===== src/rtl/fib_stream_gen.sv =====
// Fibonacci-style term generator with valid/ready output, programmable seeds/count/mode.
// Latency: term 0 visible the cycle after start; one term per cycle while out_ready is high.
// Backpressure: out_valid/out_data/out_last hold while out_ready is low; abort wins over accept.
module fib_stream_gen #(
  parameter int WIDTH = 32,
  parameter int CNT_W = 16
) (
  input  logic             clk,
  input  logic             reset_n,
  input  logic             start,
  input  logic             abort,
  input  logic [CNT_W-1:0] n,
  input  logic [WIDTH-1:0] seed0,
  input  logic [WIDTH-1:0] seed1,
  input  logic             mode,
  input  logic             out_ready,
  output logic [WIDTH-1:0] out_data,
  output logic             out_valid,
  output logic             out_last,
  output logic             busy,
  output logic             done,
  output logic             overflow
);

  typedef enum logic {IDLE = 1'b0, RUN = 1'b1} state_t;

  localparam logic [CNT_W-1:0] ONE = CNT_W'(1);

  state_t state, state_nxt;

  // Captured configuration for the running sequence
  logic [CNT_W-1:0] n_r, n_r_nxt;
  logic [WIDTH-1:0] seed0_r, seed0_r_nxt;
  logic [WIDTH-1:0] seed1_r, seed1_r_nxt;
  logic             mode_r, mode_r_nxt;

  // idx is the index of the term currently on out_data; prev holds term idx-1
  logic [CNT_W-1:0] idx, idx_nxt;
  logic [WIDTH-1:0] prev, prev_nxt;
  logic [WIDTH-1:0] data_nxt;
  logic             valid_nxt, last_nxt, done_nxt, ovf_nxt;

  logic             accept;
  logic [WIDTH:0]   sum;

  assign accept = out_valid & out_ready;
  // One extra bit so the carry shows a wrapped term
  assign sum    = {1'b0, prev} + {1'b0, out_data};
  assign busy   = (state == RUN);

  // State register
  always_ff @(posedge clk or negedge reset_n) begin
    if (!reset_n) state <= IDLE;
    else          state <= state_nxt;
  end

  // Next-state logic: abort beats a simultaneous final accept
  always_comb begin
    state_nxt = state;
    if (state == IDLE) begin
      if (start && (n != '0)) state_nxt = RUN;
    end else begin
      if (abort)                                state_nxt = IDLE;
      else if (accept && out_last && !mode_r)   state_nxt = IDLE;
    end
  end

  // Next values of the registered outputs and datapath
  always_comb begin
    n_r_nxt     = n_r;
    seed0_r_nxt = seed0_r;
    seed1_r_nxt = seed1_r;
    mode_r_nxt  = mode_r;
    idx_nxt     = idx;
    prev_nxt    = prev;
    data_nxt    = out_data;
    valid_nxt   = out_valid;
    last_nxt    = out_last;
    done_nxt    = 1'b0;
    ovf_nxt     = overflow;
    if (state == IDLE) begin
      if (start) begin
        ovf_nxt = 1'b0;
        if (n == '0) begin
          done_nxt = 1'b1;
        end else begin
          n_r_nxt     = n;
          seed0_r_nxt = seed0;
          seed1_r_nxt = seed1;
          mode_r_nxt  = mode;
          idx_nxt     = '0;
          prev_nxt    = '0;
          data_nxt    = seed0;
          valid_nxt   = 1'b1;
          last_nxt    = (n == ONE);
        end
      end
    end else begin
      if (abort) begin
        valid_nxt = 1'b0;
        last_nxt  = 1'b0;
      end else if (accept) begin
        if (out_last) begin
          if (mode_r) begin
            // Continuous: restart the pass from the captured seeds
            idx_nxt  = '0;
            prev_nxt = '0;
            data_nxt = seed0_r;
            last_nxt = (n_r == ONE);
          end else begin
            valid_nxt = 1'b0;
            last_nxt  = 1'b0;
            done_nxt  = 1'b1;
          end
        end else begin
          // Only terms with index < n are ever computed, so overflow is never premature
          idx_nxt  = idx + ONE;
          prev_nxt = out_data;
          last_nxt = ((idx + ONE) == (n_r - ONE));
          if (idx == '0) begin
            data_nxt = seed1_r;
          end else begin
            data_nxt = sum[WIDTH-1:0];
            if (sum[WIDTH]) ovf_nxt = 1'b1;
          end
        end
      end
    end
  end

  // Output and datapath registers
  always_ff @(posedge clk or negedge reset_n) begin
    if (!reset_n) begin
      n_r       <= '0;
      seed0_r   <= '0;
      seed1_r   <= '0;
      mode_r    <= 1'b0;
      idx       <= '0;
      prev      <= '0;
      out_data  <= '0;
      out_valid <= 1'b0;
      out_last  <= 1'b0;
      done      <= 1'b0;
      overflow  <= 1'b0;
    end else begin
      n_r       <= n_r_nxt;
      seed0_r   <= seed0_r_nxt;
      seed1_r   <= seed1_r_nxt;
      mode_r    <= mode_r_nxt;
      idx       <= idx_nxt;
      prev      <= prev_nxt;
      out_data  <= data_nxt;
      out_valid <= valid_nxt;
      out_last  <= last_nxt;
      done      <= done_nxt;
      overflow  <= ovf_nxt;
    end
  end

endmodule


===== config.mk =====
export PLATFORM = sky130hd
export DESIGN_NAME = fib_stream_gen
export DESIGN_NICKNAME = d
export VERILOG_FILES = /design/src/rtl/fib_stream_gen.sv
export SDC_FILE = /design/constraint.sdc
export NUM_CORES = 1
export LEC_CHECK = 0
export ABC_AREA = 0
export BUFFER_PORTS_ARGS = -buffer_cell sky130_fd_sc_hd__buf_2
export CAP_MARGIN = 20
export CORE_ASPECT_RATIO = 0.75
export CORE_MARGIN = 2
export CORE_UTILIZATION = 45
export DETAILED_ROUTE_END_ITERATION = 6
export PLACE_DENSITY_LB_ADDON = 0.12
export SLEW_MARGIN = 10
export SYNTH_ARGS = -nofsm -noshare
export SYNTH_HDL_FRONTEND = slang
export SYNTH_SLANG_ARGS = --single-unit

===== constraint.sdc =====
create_clock -name clk -period 6.98 [get_ports clk]
set_input_delay 2.094 -clock clk [delete_from_list [all_inputs] [get_ports clk]]
set_output_delay 2.094 -clock clk [all_outputs]
set_load 0.01 [all_outputs]

-- Word-level counts from Yosys, hierarchy flattened
Index checks and enable logic that the tools add are counted.
W data, S select, Z words.
- add/sub/neg operators: 3
- equality and inequality tests: 13
- muxes and demuxes: 54
- bitwise operators: 3
- reductions and logical operators: 13
- operators with widths (cell ; count):
    $mux W32 ; 15
    $mux W16 ; 7
    $add A32 B32 Y33 ; 1
    $eq A16 B1 Y1 const B ; 2
    $logic_not A16 Y1 ; 2
    $mux W1 ; 32
    $add A16 B1 Y16 const B ; 1
    $eq A16 B16 Y1 ; 1
    $reduce_bool A16 Y1 ; 1
    $sub A16 B1 Y16 const B ; 1
    $reduce_and A5 Y1 ; 2
    $ne A2 B2 Y1 const B ; 4
    $ne A3 B2 Y1 const B ; 2
    $ne A3 B3 Y1 const B ; 2
    $reduce_and A3 Y1 ; 2
    $reduce_and A6 Y1 ; 1
    $ne A2 B1 Y1 const B ; 2
    $logic_and A1 B1 Y1 ; 3
    $not A1 Y1 ; 2
    $reduce_bool A2 Y1 ; 1
    $and A1 B1 Y1 ; 1
    $logic_not A1 Y1 ; 1
- bits in registers: 166
- input bits: 86
- output and inout port bits: 37
- logic and storage cells: 98

-- Longest topological paths before layout
- word-level depth: 7
- gate-level depth with buffers: 12
- depth with buffers taken out: 12

-- Worst setup path after synthesis
No wires, ideal clock.
- path type: input port to flip-flop
- from: in n[5]
- to: reg out_data[26]
- library setup time: 142 ps
- arrival: 3687 ps
- data required time: 6838 ps
- path slack: 3151 ps
- stages: 8
- path buffers: 2
- cells stage by stage: nor4_1 nand4_1 nor2_1 nor2_1 o21ai_0 clkbuf_1 clkbuf_1 o221ai_1
- word-level cells in the longest chain between the ends: 3
- RTL lines (what ; RTL line ; source):
    from (decl) ; 12 ; input logic [CNT_W-1:0] n,
    $logic_not A16 Y1 ; 84 ; if (n == '0) begin
    $ne A2 B2 Y1 (no line) ; -- ;
    $reduce_and A5 Y1 (no line) ; -- ;
    to (signal assigned) ; 152 ; out_data <= data_nxt;
    to (decl) ; 17 ; output logic [WIDTH-1:0] out_data,
No other way between the ends.
A chain may end at the register's enable or synchronous reset.

-- Worst setup path in the final report
- from: in n[10]
- to: reg out_data[22]
Same word-level chain as after synthesis.

==> metrics.cfg <==
[clocking]
cts-root-buf=clkbuf_16
cts_setup_buffers=0
cts_inserted_buffers=17
ctsHoldBuffers=0
ctsResizeCount=0
clk_latency_ns=0.43
tritoncts_num_sinks=166
path_clk_slew_ns=0.07
cts_tree=yes
clockBufferDepth=2
ctsHtreeMaxLevel=4

[min_path]
hp-class=register to register

[worst_setup_path]
slowest_stage=buf_4
crit_arrival_ns=4.66
cp-end-kind=register
cpPeakStageDelay_ns=0.80
worstPathCellList=buf_2, nor4_1, nand4_1, nor2_1, nor2_4, o21ai_4, buf_4, o21ai_0, a31oi_1, o21ai_0
start_kind=input pin
crit_top_cell=o21ai_0
worstPathRequired_ns=7.28
crit_fanout=112
crit_type=input pin to register

[routing]
wl_per_cell_microns=17.53
vias_per_cell=5.525
drt_wl_total_microns=26270
detail_route.first_pass.iterations=5
drc=0
drt_iter0_drc=525
ant_nets=0
vias=8282

[die]
die_y_microns=129.5
dieArea_sq_um=22190
rows=45
fp.dieW_microns=171.3
start_util=0.4624
ioPinCount=123
core-area_sq_um=20440

[placement]
gp_congestion=0.8818
dp_hpwl_microns=17580
port_buffers=122

[grt]
grt_pass1_vias=7855
overflow=0
grt_max_degree=113
antenna_found_initial=0
grt_use_total=0.2443
grt_pass1_wl_microns=42320

[timing]
slew_headroom=0.2707
fin_setup_tns_ns=0
setup_viol=0
worstMarginPinSlew_ns=1.094
skew_ns=0.01192
holdWs_ns=0.4740
drv_slew=0
fin_crit_ns=4.355
rsz0062_at_grt=false
finalHoldViolCount=0
finalCritPeriodShare=0.6239
fmax_ghz=0.2296

[logic_synthesis]
synth_edf_count=0
yosys_warnings=0
syn-num-nets=1239
synth_area_sq_um=9450
synthFlopType=dfrtp_1
synthCells=1116
synth_cell_type_count=63
synth_seq_cells=166
yosysSeqAreaShare=0.4396
synthArstFlopShare=1.000
syn_area_per_cell_sq_um=8.468

[pwr]
leakagePower_nw=5.224
powerDensity_nw_per_um2=327.8
total_power_mw=3.555
ir_drop_mv=0.1745

[job]
cap_violations=0

[finish]
layout.nets=1327
syn2layout_area_growth_pct=14.75
num-fill-cells=1903
final_cell_mix=332 x nand2_1, 166 x dfrtp_1, 121 x buf_2
drive_gt1_frac=0.1487
final_common_cell=nand2_1
diodes=0

[status]
status=finished, final reports clean

==> state kept, by name (all words and copies together) (netlist names), 16 cells and up <==
signal,flops
out_data,32
prev,32
seed0_r,32
seed1_r,32
idx,16
n_r,16
==> cell usage after synthesis (all sizes together) (14+ instances only) <==
cell | number | area (sq um)
nor2 | 38 | 142.6
nand3 | 32 | 160.2
a21oi | 67 | 342.8
xor2 | 22 | 192.7
ha | 36 | 450.4
a22o | 31 | 271.5
inv | 15 | 56.30
a221oi | 14 | 122.6
nand2 | 332 | 1246
o21ai | 93 | 465.5
xnor2 | 47 | 411.6
dfrtp | 166 | 4154
clkbuf | 57 | 214.0
==> cells by family (layout without fill, tap and decap cells) <==
group | after synthesis | after routing | share of synthesized area
compound gates | 288 | 288 | 0.1953
xor+xnor | 69 | 69 | 0.06395
fa+ha+maj | 37 | 37 | 0.04978
buf+inv | 80 | 181 | 0.03297
flops | 166 | 166 | 0.4396
mux | 6 | 6 | 0.006488
simple gates | 470 | 470 | 0.2120
==> per-layer routing <==
layer / vias to the layer above / part of all wire / global-route usage
met1: 3984 / 0.52 / 0.3871
met4: 0 / 0.0093 / 0.06381
met2: 224 / 0.42 / 0.3451
li1: 4053 / - / -
met5: - / 0 / 0
met3: 21 / 0.054 / 0.03635
==> power by group <==
group          total (mW)  switching, mW  internal, mW
registers            1.39          0.208          1.18
clock network       0.893          0.414         0.479
logic                1.27          0.759         0.515
total                3.56           1.38          2.17
==> layout make-up <==
cell class | instances | area [sq um] | share of cell area
clock buffer | 20 | 456.7 | 0.04211
tap | 282 | 352.8 | 0.03254
sequential | 166 | 4154 | 0.3831
clock inverter | 12 | 95.09 | 0.008769
multi-input combinational | 870 | 5026 | 0.4635
inverter | 16 | 60.06 | 0.005538
timing repair buffer | 133 | 699.4 | 0.06450
==> through the flow <==
step / utilization / instance area (sq um) / std cells / worst slack, ns
global route: 0.5306 / 10840 / 1499 / 2.353
global placement: 0.5036 / 10290 / 1467 / 2.279
CTS: 0.5306 / 10840 / 1499 / 2.663
detailed placement: 0.5036 / 10290 / 1467 / 2.224
floorplan: - / 9450 / 1116 / 3.151
finish: 0.5306 / 10840 / 1499 / 2.625
==> worst paths after layout <==
path	startpoint	end	slack, ns	cells after the start
hold / removal	seed0_r[1]$_DFFE_PN0P_	seed0_r[1]$_DFFE_PN0P_	0.47	2
setup / recovery	n[10]	out_data[22]$_DFFE_PN0P_	2.63	10
min in group asynchronous	reset_n	seed0_r[30]$_DFFE_PN0P_	1.71	1
hold reg to reg	seed0_r[1]$_DFFE_PN0P_	seed0_r[1]$_DFFE_PN0P_	0.47	2
max in group asynchronous	reset_n	out_data[6]$_DFFE_PN0P_	4.09	2
setup reg to reg	out_data[0]$_DFFE_PN0P_	out_data[24]$_DFFE_PN0P_	3.75	12
==> critical path: cells and delay by family <==
kind	cells	cell delay, ns
AO/OA/AOI/OAI	4	0.64
buffers and inverters	2	0.91
AND/OR/NAND/NOR	4	0.96
No activity file was read; power rests on OpenSTA's default activity.
